**src/rtl/exwb_pkg.sv**
```systemverilog
// exwb_pkg: types and constants shared by the execute-to-writeback register
// and the writeback stage.
//   EX_WB         - result bundle handed from execute to writeback
//   OPC_MUL       - opcode that writes regfile[0] and regfile[2]
//   OPC_STORE     - MOV-store opcode, completes only on store_writebackFlag
//   fifo_state_e  - occupancy state of the 2-entry skid FIFO
//   dest_mask()   - set of architectural registers an entry will write
package exwb_pkg;

    localparam int NREGS = 16;
    localparam int DEPTH = 2;

    localparam logic [7:0] OPC_MUL   = 8'd247;
    localparam logic [7:0] OPC_STORE = 8'd137;

    typedef struct packed {
        logic [7:0]  ctl_opcode;
        logic [7:0]  ctl_regByte;
        logic [7:0]  ctl_rmByte;
        logic [31:0] result;
        logic        sim_end;
    } EX_WB;

    typedef enum logic [1:0] {
        ST_EMPTY = 2'd0,
        ST_ONE   = 2'd1,
        ST_FULL  = 2'd2
    } fifo_state_e;

    // Only the low nibble of a register byte names one of the 16 registers.
    function automatic logic [0:NREGS-1] dest_mask(input EX_WB e);
        logic [0:NREGS-1] m;
        m = '0;
        if (e.ctl_opcode == OPC_MUL) begin
            m[0] = 1'b1;
            m[2] = 1'b1;
        end else if (e.ctl_opcode == OPC_STORE) begin
            m[e.ctl_regByte[3:0]] = 1'b1;
        end else begin
            m[e.ctl_rmByte[3:0]] = 1'b1;
        end
        return m;
    endfunction

endpackage

```
**src/rtl/mod_exwb_fifo2.sv**
```systemverilog
// mod_exwb_fifo2: generic 2-entry skid FIFO.
// Each entry holds a payload (head only is visible) and a tag (visible for
// both entries, so the parent can summarise everything buffered).
// Handshake: an entry is written when push_i is high and ready_o is high;
// the head is removed when pop_i is high and valid_o is high. Both may
// happen in the same cycle.
// Ports:
//   clk, reset        - clock, synchronous active-high reset
//   push_i, data_i, tag_i - write request with payload and tag
//   pop_i             - remove the head entry
//   ready_o           - FIFO has room (state != FULL)
//   valid_o           - FIFO holds at least one entry
//   count_o           - occupancy 0..2 (doubles as the FSM state)
//   head_o, head_tag_o, tail_tag_o - registered entry contents
module mod_exwb_fifo2
    import exwb_pkg::*;
#(
    parameter int W = 8,
    parameter int T = 4
) (
    input  logic         clk,
    input  logic         reset,
    input  logic         push_i,
    input  logic [W-1:0] data_i,
    input  logic [T-1:0] tag_i,
    input  logic         pop_i,
    output logic         ready_o,
    output logic         valid_o,
    output logic [1:0]   count_o,
    output logic [W-1:0] head_o,
    output logic [T-1:0] head_tag_o,
    output logic [T-1:0] tail_tag_o
);

    fifo_state_e  state_q, state_d;
    logic [W-1:0] head_q, head_d;
    logic [W-1:0] tail_q, tail_d;
    logic [T-1:0] htag_q, htag_d;
    logic [T-1:0] ttag_q, ttag_d;
    logic         do_push;
    logic         do_pop;

    always_comb begin
        state_d = state_q;
        head_d  = head_q;
        tail_d  = tail_q;
        htag_d  = htag_q;
        ttag_d  = ttag_q;
        do_push = push_i && (state_q != ST_FULL);
        do_pop  = pop_i && (state_q != ST_EMPTY);
        case (state_q)
            ST_EMPTY: begin
                if (do_push) begin
                    head_d  = data_i;
                    htag_d  = tag_i;
                    state_d = ST_ONE;
                end
            end
            ST_ONE: begin
                if (do_push && do_pop) begin
                    // Head leaves while the new entry takes its place.
                    head_d = data_i;
                    htag_d = tag_i;
                end else if (do_push) begin
                    tail_d  = data_i;
                    ttag_d  = tag_i;
                    state_d = ST_FULL;
                end else if (do_pop) begin
                    state_d = ST_EMPTY;
                end
            end
            ST_FULL: begin
                if (do_pop) begin
                    head_d  = tail_q;
                    htag_d  = ttag_q;
                    state_d = ST_ONE;
                end
            end
            default: state_d = ST_EMPTY;
        endcase
    end

    always_ff @(posedge clk) begin
        if (reset) begin
            state_q <= ST_EMPTY;
            head_q  <= '0;
            tail_q  <= '0;
            htag_q  <= '0;
            ttag_q  <= '0;
        end else begin
            state_q <= state_d;
            head_q  <= head_d;
            tail_q  <= tail_d;
            htag_q  <= htag_d;
            ttag_q  <= ttag_d;
        end
    end

    assign ready_o    = (state_q != ST_FULL);
    assign valid_o    = (state_q != ST_EMPTY);
    assign count_o    = state_q;
    assign head_o     = head_q;
    assign head_tag_o = htag_q;
    assign tail_tag_o = ttag_q;

endmodule

```
**src/rtl/mod_exwb_stage.sv**
```systemverilog
// mod_exwb_stage: execute-to-writeback pipeline register.
// Buffers up to two execute results and presents the oldest to writeback.
// Handshake: execute transfers ex_data on a cycle where ex_valid and ex_ready
// are both high; writeback consumes exwb on a cycle where can_writeback is
// high and wb_accept (or store_writebackFlag for an OPC_STORE head) is high.
// Ports:
//   clk, reset            - clock, synchronous active-high reset
//   ex_valid, ex_data     - execute result offer
//   ex_ready              - stage can take ex_data this cycle
//   can_writeback, exwb   - oldest entry, zero while empty
//   wb_accept             - writeback consumed a non-store head
//   store_writebackFlag   - writeback completed a store head
//   pending_mask          - registers still owed a write by buffered entries
//   sim_end_seen          - a sim_end entry has been accepted
module mod_exwb_stage
    import exwb_pkg::*;
(
    input  logic             clk,
    input  logic             reset,
    input  logic             ex_valid,
    input  EX_WB             ex_data,
    output logic             ex_ready,
    output logic             can_writeback,
    output EX_WB             exwb,
    input  logic             wb_accept,
    input  logic             store_writebackFlag,
    output logic [0:NREGS-1] pending_mask,
    output logic             sim_end_seen
);

    logic             fifo_ready;
    logic             fifo_valid;
    logic [1:0]       fifo_count;
    EX_WB             head_data;
    logic [NREGS-1:0] head_tag;
    logic [NREGS-1:0] tail_tag;
    logic             push;
    logic             pop;
    logic             sim_end_q, sim_end_d;

    assign ex_ready = fifo_ready && !sim_end_q;
    assign push     = ex_valid && ex_ready;

    // A store head waits for the store completion flag; wb_accept is not enough.
    assign pop = can_writeback &&
                 ((exwb.ctl_opcode == OPC_STORE) ? store_writebackFlag : wb_accept);

    always_comb begin
        sim_end_d = sim_end_q;
        if (push && ex_data.sim_end) begin
            sim_end_d = 1'b1;
        end
    end

    always_ff @(posedge clk) begin
        if (reset) begin
            sim_end_q <= 1'b0;
        end else begin
            sim_end_q <= sim_end_d;
        end
    end

    mod_exwb_fifo2 #(
        .W ($bits(EX_WB)),
        .T (NREGS)
    ) u_fifo (
        .clk        (clk),
        .reset      (reset),
        .push_i     (push),
        .data_i     (ex_data),
        .tag_i      (dest_mask(ex_data)),
        .pop_i      (pop),
        .ready_o    (fifo_ready),
        .valid_o    (fifo_valid),
        .count_o    (fifo_count),
        .head_o     (head_data),
        .head_tag_o (head_tag),
        .tail_tag_o (tail_tag)
    );

    assign can_writeback = fifo_valid;
    assign exwb          = fifo_valid ? head_data : '0;
    assign sim_end_seen  = sim_end_q;

    // Built only from stored masks, so it changes on the same edge as push/pop.
    assign pending_mask = (fifo_valid ? head_tag : '0) |
                          ((fifo_count == 2'd2) ? tail_tag : '0);

endmodule

```
**config.mk**
```make
export PLATFORM = sky130hd
export DESIGN_NAME = mod_exwb_stage
export DESIGN_NICKNAME = d
export VERILOG_FILES = /design/src/rtl/exwb_pkg.sv /design/src/rtl/mod_exwb_fifo2.sv /design/src/rtl/mod_exwb_stage.sv
export SDC_FILE = /design/constraint.sdc
export NUM_CORES = 1
export LEC_CHECK = 0
export ABC_AREA = 1
export BUFFER_PORTS_ARGS = -buffer_cell sky130_fd_sc_hd__buf_4
export CORE_MARGIN = 2
export CORE_UTILIZATION = 50
export CTS_CLUSTER_DIAMETER = 50
export CTS_CLUSTER_SIZE = 8
export DETAILED_ROUTE_END_ITERATION = 7
export GPL_ROUTABILITY_DRIVEN = 0
export GPL_TIMING_DRIVEN = 0
export HOLD_SLACK_MARGIN = 0.02
export PLACE_DENSITY = 0.83
export SKIP_LAST_GASP = 1
export SLEW_MARGIN = 20
export SYNTH_ARGS = -nofsm -noshare
export SYNTH_HDL_FRONTEND = slang
export SYNTH_SLANG_ARGS = --single-unit
```
**constraint.sdc**
```tcl
create_clock -name clk -period 2.4 [get_ports clk]
set_input_delay 0.12 -clock clk [delete_from_list [all_inputs] [get_ports clk]]
set_output_delay 0.12 -clock clk [all_outputs]
set_load 0.02 [all_outputs]
```
==> results of run 1 <==
## synthesized netlist by cell type
| library cell | n | area (um^2) |
|---|---|---|
| nand4_1 | 19 | 119 |
| o21ai_0 | 135 | 676 |
| o21bai_1 | 1 | 7.51 |
| buf_6 | 6 | 67.6 |
| nand2_1 | 217 | 815 |
| buf_4 | 9 | 67.6 |
| clkbuf_1 | 38 | 143 |
| a21oi_1 | 143 | 716 |
| nor2_2 | 1 | 6.26 |
| inv_2 | 4 | 15.0 |
| nor3_1 | 3 | 15.0 |
| buf_2 | 30 | 150 |
| buf_1 | 8 | 30.0 |
| nand2_4 | 1 | 11.3 |
| nand3_1 | 100 | 500 |
| inv_1 | 138 | 518 |
| nor2_1 | 162 | 608 |
| o21ai_1 | 21 | 105 |
| a21oi_2 | 1 | 8.76 |
| a31oi_1 | 1 | 6.26 |
| dfxtp_1 | 149 | 2980 |
## repair_timing
action,4_1_cts,5_1_grt
endpoints found under the setup margin,0,3
hold endpoints to repair,51,0
resized for setup,0,1
hold buffers,50,0
## worst max path at each step
stage | startpoint | end | slack [ns] | depth (start not counted)
after floorplan | u_fifo.count_o[0] | u_fifo.tail_q[36] | 0.57 | 11
after global placement | u_fifo.count_o[0] | u_fifo.head_o[36] | 0.25 | 7
after detailed placement | u_fifo.count_o[0] | u_fifo.head_o[37] | 0.20 | 7
after CTS | u_fifo.count_o[0] | pending_mask[2] | 0.15 | 5
after global routing | u_fifo.count_o[1] | pending_mask[3] | 0.003 | 6
final | u_fifo.count_o[0] | pending_mask[2] | 0.1 | 5
## tightest hold or removal path, delay by kind of cell
| family | cells | cell delay, ns |
|---|---|---|
| buffers and inverters | 1 | 0.09 |
| AO/OA/AOI/OAI | 2 | 0.20 |
## cell usage in the layout, fill, tap and decap left out, types with 30 or more instances in the layout
cell	instances
nand2_1	217
nor2_1	162
dfxtp_1	149
buf_4	146
a21oi_1	143
inv_1	138
o21ai_0	135
nand3_1	100
dlygate4sd3_1	50
clkbuf_1	43
buf_2	30
## power groups by stage
| stage | Combinational [mW] | Clock [mW] | Sequential (mW) |
|---|---|---|---|
| 2_1_floorplan | 1.36 | 0 | 2.94 |
| 3_3_place_gp | 1.93 | 0 | 2.95 |
| 3_5_place_dp | 1.96 | 0 | 2.96 |
| 4_1_cts | 2.04 | 2.67 | 2.91 |
| 5_1_grt | 2.29 | 2.78 | 2.94 |
| 6_report | 2.07 | 2.66 | 2.91 |
## logic make-up after synthesis
| kind of cell | after synthesis |
|---|---|
| simple gates | 503 |
| compound gates | 302 |
| buf+inv | 233 |
| flops | 149 |
## stage by stage
stage | hold WS [ns] | area (um^2) | setup slack, ns
after global routing | 0.0275 | 9900 | 0.00274
after CTS | 0.0201 | 9900 | 0.154
after detailed placement | 0.318 | 8830 | 0.196
after global placement | 0.314 | 8830 | 0.247
final | 0.0189 | 9900 | 0.0958
after floorplan | 0.189 | 7570 | 0.568
## routing by layer
layer | track usage (%) | part of all wire, % | vias to the layer above
met5 | 0 | 0 | -
met4 | 10.7 | 2.8 | 0
met3 | 5.82 | 7.6 | 58
met2 | 47.8 | 48 | 336
met1 | 35.9 | 42 | 3824
li1 | - | - | 4223
## state kept, by name, indices dropped and copies added, names as in the netlist
register and flops:
u_fifo.tail_tag_o 16, u_fifo.tail_q 57, u_fifo.count_o 2, sim_end_seen 1
u_fifo.head_o 57, u_fifo.head_tag_o 16
## area by class of cell
class | count | area [um^2] | area share (%)
buffer | 91 | 458 | 4.62
clock buffer | 22 | 444 | 4.48
timing repair buffer | 187 | 1530 | 15.4
multi-input combinational | 805 | 3600 | 36.3
clock inverter | 9 | 129 | 1.30
tap | 184 | 230 | 2.32
inverter | 142 | 533 | 5.38
sequential | 149 | 2980 | 30.1
==> reports/metrics.yaml, run 1 <==
critPathRequiredTime_ns: 2.28
placementRows: 44
syn_to_final_growth_pct: 30.9
path_class: "reg2out"
die_x_um: 127
crit_path_start_kind: "flip-flop"
via_count: 8441
die_area_um2: 16100
clk_pin_slew_ns: 0.06
fin_util_pct: 67.6
worstPathArrival_ns: 2.18
grt_max_degree: 17
swShare_pct: 31.8
grt_antenna_before_repair: 0
synth_top_family_by_area: "simple AND/OR/NAND/NOR gates"
cts.sinks: 149
instances_no_fill: 1589
grt_use_total_pct: 28.3
outcome: "completed"
maxSlewHeadroom_pct: 53.2
routed_wl_um: 23200
hold_start: "ex_data[5]"
grt_remaining_overflow: 0
synth-xor-area-share_pct: 0
start_util_pct: 51.7
r2r_cells: 7
critical-path-top-delay-family: "buffers and inverters"
first_global_vias: 7787
initialDrtViolationCount: 898
nets: 1455
clockRootBuffer: "clkbuf_16"
syn_area_um2: 7570
rsz0062_at_grt: "no"
fin_skew_ns: 0.00659
drive_above_1_share_pct: 15.4
setup_viol: 0
antenna_left: 0
ys_seq_elements: 149
period_needed_ns: 2.30
maxCapViolCount: 0
diodes: 0
grt_pass1_wl_um: 37100
ios: 138
post-cts-setup-buffers: 0
p_leak_nw: 4.62
ir_drop_uv: 535
tns_ns: 0
synthAdderAreaFrac_pct: 0
hold_path.class: "in2reg"
rr_startpoint: "u_fifo.count_o[0]"
synth.avg_cell_area_um2: 6.38
p_per_area_nw_per_um2: 771
cp_slowest_cell: "clkbuf_1"
dp_hpwl_um: 16100
cp_max_fo: 10
fin_crit_sh_pct: 96.0
path_buf_inv: 3
cpPeakStageDelay_ns: 0.50
power_frac_comb_pct: 27.1
hold_path_end: "u_fifo.tail_q[5]"
crit_chain: "nor2_1 -> buf_2 -> clkbuf_1 -> o21ai_0 -> buf_4"
cts.path.max_buffers: 2
end_kind: "output pin"
synth_compound_area_share_pct: 20.1
p_total_mw: 7.64
yosysSeqAreaShare_pct: 39.4
remaining_drc_errors: 0
r2r_setup_slack_ns: 0.12
finalMaxSlewViolations: 0
synthMuxAreaShare_pct: 0
p_int_mw: 5.21
htreeDepth: 4
p_sw_mw: 2.43
synth_nets: 1249
core_um2: 14600
yosysUniqueCellTypes: 21
seqPwrFrac_pct: 38.1
hold_viol: 0
power_frac_clock_pct: 34.8
synth-simple-area-share_pct: 27.4
whs_path_depth: 3
cts_tree: "yes"
io_buffer_count: 137
num-fill-cells: 1281
placed_cells: 1508
wl_per_cell_um: 14.6
r2r-end: "u_fifo.head_o[37]"
die_height_um: 127
vias_per_cell: 5.31
fmax_mhz: 434
worst_slew_pin_slew_ns: 0.703
ys_warn_count: 0
clkLatencyLatePin_ns: 0.43
drtPass1Iterations: 5
syn_inst: 1187
numCtsBuffers: 17
Note: power is estimated with default switching activity, not from simulation.
==> inputs of run 2 (changes only) <==
--- a/config.mk
+++ b/config.mk
@@ -15,7 +15,7 @@
 export GPL_ROUTABILITY_DRIVEN = 0
 export GPL_TIMING_DRIVEN = 0
 export HOLD_SLACK_MARGIN = 0.02
-export PLACE_DENSITY = 0.83
+export PLACE_DENSITY = 0.73
 export SKIP_LAST_GASP = 1
 export SLEW_MARGIN = 20
 export SYNTH_ARGS = -nofsm -noshare
==> run 2 against run 1 <==
Against the previous run: count of clock-buffer cells in the layout grew 4; setup slack gained 0.020 ns; largest power group unchanged; maximum frequency grew 0.89%; global-route usage grew 0.48 points.
==> reports/metrics.yaml, run 2 (same netlist as run 1, synthesis figures left out) <==
finalMaxSlewViolations: 0
tns_ns: 0
start_util_pct: 51.7
p_total_mw: 7.70
die_area_um2: 16100
placed_cells: 1508
clk_pin_slew_ns: 0.06
diodes: 0
rsz0062_at_grt: "yes"
maxSlewHeadroom_pct: 55.7
fin_crit_sh_pct: 95.2
crit_path_start_kind: "flip-flop"
htreeDepth: 4
cts_tree: "yes"
fin_util_pct: 67.5
hold_path.class: "in2reg"
final_cell_mix: "217 x nand2_1, 162 x nor2_1, 149 x dfxtp_1"
outcome: "completed"
cts.sinks: 149
maxCapViolCount: 0
grt_remaining_overflow: 0
hold_viol: 0
grt_antenna_before_repair: 0
grt_max_degree: 17
instances_no_fill: 1585
core_um2: 14600
cp_max_fo: 10
fmax_mhz: 438
wl_per_cell_um: 14.7
worstPathArrival_ns: 2.16
worst_slew_pin_slew_ns: 0.664
cpPeakStageDelay_ns: 0.56
p_leak_nw: 4.63
cts.path.max_buffers: 2
final_common_cell: "nand2_1"
remaining_drc_errors: 0
drive_above_1_share_pct: 15.6
drtPass1Iterations: 5
fin_skew_ns: 0.00716
period_needed_ns: 2.28
dp_hpwl_um: 16300
initialDrtViolationCount: 738
grt_pass1_wl_um: 37600
numCtsBuffers: 17
antenna_left: 0
first_global_vias: 7640
post-cts-setup-buffers: 0
vias_per_cell: 5.22
setup_viol: 0
path_class: "reg2out"
p_per_area_nw_per_um2: 778
grt_use_total_pct: 28.8
critical-path-top-delay-family: "buffers and inverters"
clockRootBuffer: "clkbuf_16"
crit_chain: "nor2_1 -> buf_2 -> buf_1 -> nor2_1 -> buf_4"
crit_top_cell: "nor2_1"
die_height_um: 127
routed_wl_um: 23400
via_count: 8281
cp_slowest_cell: "buf_1"
syn_to_final_growth_pct: 30.7
io_buffer_count: 137
nets: 1452
clkLatencyLatePin_ns: 0.43
placementRows: 44
end_kind: "output pin"
die_x_um: 127
ir_drop_uv: 541
critPathRequiredTime_ns: 2.28
ios: 138
path_buf_inv: 3
[run 2: changes by cell type in the layout (fill, tap and decap cells not counted), sizes merged]
cell and change:
inv -1, clkinvlp -2, clkbuf +4, dlygate4sd3 -3
clkinv -2
[run 2: metrics by stage]
stage,hold WS (ns),setup WS (ns),cell area [um^2]
after floorplan,0.189,0.568,7570
after global placement,0.316,0.200,8830
after detailed placement,0.321,0.161,8830
after CTS,0.0216,0.104,9880
after global routing,0.0310,0.000594,9890
final,0.0298,0.116,9890
[run 2: final cells by class]
type / instances / area [um^2]
Fill cell: 1377 / 4750
Multi-Input combinational cell: 805 / 3600
Sequential cell: 149 / 2980
Tap cell: 184 / 230
Timing Repair Buffer: 184 / 1500
Clock inverter: 4 / 95.1
Inverter: 142 / 533
Buffer: 91 / 463
Clock buffer: 26 / 489
[run 2: what timing repair did]
item | in CTS | in global routing
endpoints found under the hold margin | 49 | 0
endpoints found under the setup margin | 0 | 14
hold buffers | 47 | 0
gates resized for setup | 0 | 9
[run 2: worst paths after layout]
kind / from / endpoint / slack, ns / cells past startpoint
setup / recovery: u_fifo.count_o[0] / exwb[44] / 0.12 / 5
setup reg to reg: u_fifo.count_o[0] / u_fifo.head_o[54] / 0.16 / 7
hold / removal: ex_data[47] / u_fifo.tail_q[47] / 0.03 / 3
hold reg to reg: u_fifo.tail_q[21] / u_fifo.tail_q[21] / 0.44 / 2
[run 2: per-layer routing]
layer / track usage [%] / wire length (um) / vias up
li1: - / - / 4212
met1: 37.6 / 10400 / 3742
met2: 47.5 / 10900 / 277
met3: 5.28 / 1410 / 50
met4: 11.5 / 646 / 0
met5: 0 / 0 / -
[run 2: power by group]
group | total [mW] | internal (mW) | switching [mW]
combinational | 2.08 | 0.776 | 1.30
sequential | 2.91 | 2.81 | 0.103
clock | 2.71 | 1.71 | 1.00
total | 7.70 | 5.29 | 2.41
[run 2: tightest hold or removal path: stages]
cell	delay [ns]
buf_4	0.09
o21ai_0	0.08
a21oi_1	0.12
==> inputs of run 3 (changes only) <==
--- a/config.mk
+++ b/config.mk
@@ -15,9 +15,10 @@
 export GPL_ROUTABILITY_DRIVEN = 0
 export GPL_TIMING_DRIVEN = 0
 export HOLD_SLACK_MARGIN = 0.02
-export PLACE_DENSITY = 0.73
+export PLACE_DENSITY = 0.72
 export SKIP_LAST_GASP = 1
 export SLEW_MARGIN = 20
 export SYNTH_ARGS = -nofsm -noshare
 export SYNTH_HDL_FRONTEND = slang
+export SYNTH_HIERARCHICAL = 1
 export SYNTH_SLANG_ARGS = --single-unit
==> run 3 against run 2 <==
Against the previous run: area after synthesis increased by 6.7%; combinational power increased by 22%; flip-flop and latch count unchanged; hold slack better by 0.0022 ns; total power grew 11%; sequential share of layout area is 2.3 points lower; count of clock-buffer cells in the layout shrank 6; die area increased by 6.5%; maximum frequency grew 0.89%; first-iteration DRC count down 7.2%; clock power increased by 9.2%; largest cell class unchanged; largest power group unchanged.
==> reports/metrics.yaml, run 3 <==
outcome: "completed"
ys_warn_count: 6
fmax_mhz: 442
ir_drop_uv: 494
synth.avg_cell_area_um2: 5.95
io_buffer_count: 137
drive_above_1_share_pct: 16.2
cts_tree: "yes"
diodes: 0
grt_remaining_overflow: 0
finalMaxSlewViolations: 0
grt_use_total_pct: 28.3
fin_skew_ns: 0.00725
clk_pin_slew_ns: 0.06
period_needed_ns: 2.26
yosysSeqAreaShare_pct: 36.9
first_global_vias: 7693
fin_crit_sh_pct: 94.3
synthFlopType: "dfxtp_1"
power_frac_clock_pct: 34.7
critPathRequiredTime_ns: 2.76
p_per_area_nw_per_um2: 797
core_um2: 15800
tns_ns: 0
die_height_um: 131
drtPass1Iterations: 5
top_layer_used: "met4"
cts.sinks: 149
ys_top_cells_by_area: "dfxtp_1 37%, nor2_1 16%, nand2_1 15%"
maxCapViolCount: 0
wl_per_cell_um: 13.5
end_kind: "flip-flop"
start_util_pct: 51.0
via_count: 8879
multi_input_area_um2: 4060
yosysMostFrequentCell: "nor2_1"
cpPeakStageDelay_ns: 0.36
hold_start: "ex_data[41]"
grt_antenna_before_repair: 0
die_x_um: 131
final_common_cell: "nor2_1"
dp_hpwl_um: 17000
wl_met1_um: 10700
yosysTopAreaCellShare_pct: 36.9
whs_path_depth: 3
cp_slowest_cell: "dfxtp_4"
crit_path_start_kind: "flip-flop"
final_cell_mix: "348 x nor2_1, 329 x nand2_1, 166 x nand3_1"
crit_chain: "nor2_2 -> inv_2 -> nand2_1 -> nand2_1 -> nor2_1 -> a21oi_1 -> nor2_4 -> nand2_1 -> o21ai_2 -> nor2b_4 -> buf_8 -> buf_6 -> nor2_1 -> nor2_1"
wl_met3_um: 1570
holdWs_ns: 0.0321
seqPwrFrac_pct: 35.7
p_leak_nw: 5.79
maxSlewHeadroom_pct: 55.0
worstPathArrival_ns: 2.63
setup_viol: 0
startpoint: "u_fifo/count_o[1]"
clkLatencyLatePin_ns: 0.43
routed_wl_um: 24300
ys_seq_elements: 149
regArea_um2: 2990
yosysUniqueCellTypes: 24
r2r_cells: 14
placementRows: 46
numCtsBuffers: 17
hold_viol: 0
swShare_pct: 32.8
async_reset_ff_share_pct: 0
synth_nets: 1418
syn_to_final_growth_pct: 32.9
initialDrtViolationCount: 685
hold_path_end: "u_fifo/tail_q[41]"
synth.largest_area_cell: "dfxtp_1"
route.met2.wl_um: 11600
clockRootBuffer: "clkbuf_16"
worst_slew_pin_slew_ns: 0.675
p_sw_mw: 2.80
nets: 1631
instances_no_fill: 1798
num-fill-cells: 1470
grt_pass1_wl_um: 38000
ios: 138
syn_inst: 1356
power_frac_comb_pct: 29.6
die_area_um2: 17200
cp_max_fo: 10
r2r-end: "u_fifo/head_tag_o[1]"
syn_area_um2: 8070
rr_startpoint: "u_fifo/count_o[1]"
r2r_setup_slack_ns: 0.14
p_int_mw: 5.75
synth_edf_count: 0
hold_path.class: "in2reg"
antenna_left: 0
cts.path.max_buffers: 2
htreeDepth: 4
path_class: "reg2reg"
placed_cells: 1709
synthTopCellsByCount: "351 x nor2_1, 330 x nand2_1, 166 x nand3_1, 158 x inv_1, 149 x dfxtp_1"
vias_per_cell: 4.94
remaining_drc_errors: 0
grt_max_degree: 17
-- run 3: cell types whose count changed in the layout (fill, tap and decap cells not counted), sizes merged, moves of 17 or more --
| cell | change |
|---|---|
| a21oi | -140 |
| inv | +19 |
| nand2 | +113 |
| nand3 | +66 |
| nand4 | -17 |
| nor2 | +190 |
| o21ai | -81 |
-- run 3: how the worst max path moves through the flow --
stage	to	cells past startpoint
2_1_floorplan	u_fifo/head_o[16]	14
3_3_place_gp	u_fifo/head_tag_o[6]	14
3_5_place_dp	u_fifo/head_tag_o[6]	14
4_1_cts	u_fifo/head_o[32]	15
5_1_grt	u_fifo/head_o[18]	16
6_report	u_fifo/head_tag_o[1]	14
-- run 3: what timing repair did --
| item | in CTS | in global routing |
|---|---|---|
| buffers inserted | 0 | 3 |
| hold endpoints to repair | 56 | 0 |
| gates cloned | 0 | 1 |
| pin swaps | 1 | 3 |
| gates resized for setup | 17 | 34 |
| setup endpoints to repair | 148 | 142 |
| hold buffers | 54 | 0 |
-- run 3: cell type report --
type / count / share of cell area, %
Clock inverter: 12 / 1.87
Timing Repair Buffer: 195 / 14.9
Clock buffer: 20 / 4.26
Multi-Input combinational cell: 953 / 37.8
Inverter: 161 / 5.69
Tap cell: 216 / 2.52
Sequential cell: 149 / 27.8
Buffer: 92 / 5.11
-- run 3: cell families (layout without fill, tap and decap cells) --
kind of cell,count (synthesis),in the layout,synth area share (%)
flops,149,149,36.9
simple gates,858,858,43.0
buf+inv,254,480,13.2
compound gates,95,95,6.88
-- run 3: routing by layer --
| metal | up-vias | GRT usage (%) |
|---|---|---|
| li1 | 4581 | - |
| met2 | 305 | 48.2 |
| met1 | 3957 | 37.2 |
| met5 | - | 0 |
| met3 | 36 | 4.02 |
| met4 | 0 | 8.51 |
-- run 3: power by group through the flow --
stage                     logic, mW  registers [mW]  clock network [mW]
after floorplan                1.59            3.05                   0
after global placement         2.27            3.09                   0
after detailed placement       2.30            3.11                   0
after CTS                      2.42            3.05                3.00
after global routing           2.82            3.10                3.10
final                          2.53            3.05                2.96
-- run 3: through the flow --
step | total power [mW] | area, um^2 | util, % | setup WS [ns]
finish | 8.55 | 10700 | 67.8 | 0.136
CTS | 8.47 | 10600 | 67.1 | 0.00712
floorplan | 4.64 | 8070 | - | 0.239
global route | 9.02 | 10700 | 67.8 | -0.0213
global placement | 5.36 | 9370 | 59.2 | -0.472
detailed placement | 5.40 | 9370 | 59.2 | -0.479
-- run 3: critical path, delay by kind of cell, from the launching register on --
family / cells / cell delay, ns
and+or+nand+nor: 9 / 1.09
AOI/OAI and AO/OA: 2 / 0.34
DFF: 1 / 0.36
buffers and inverters: 3 / 0.42
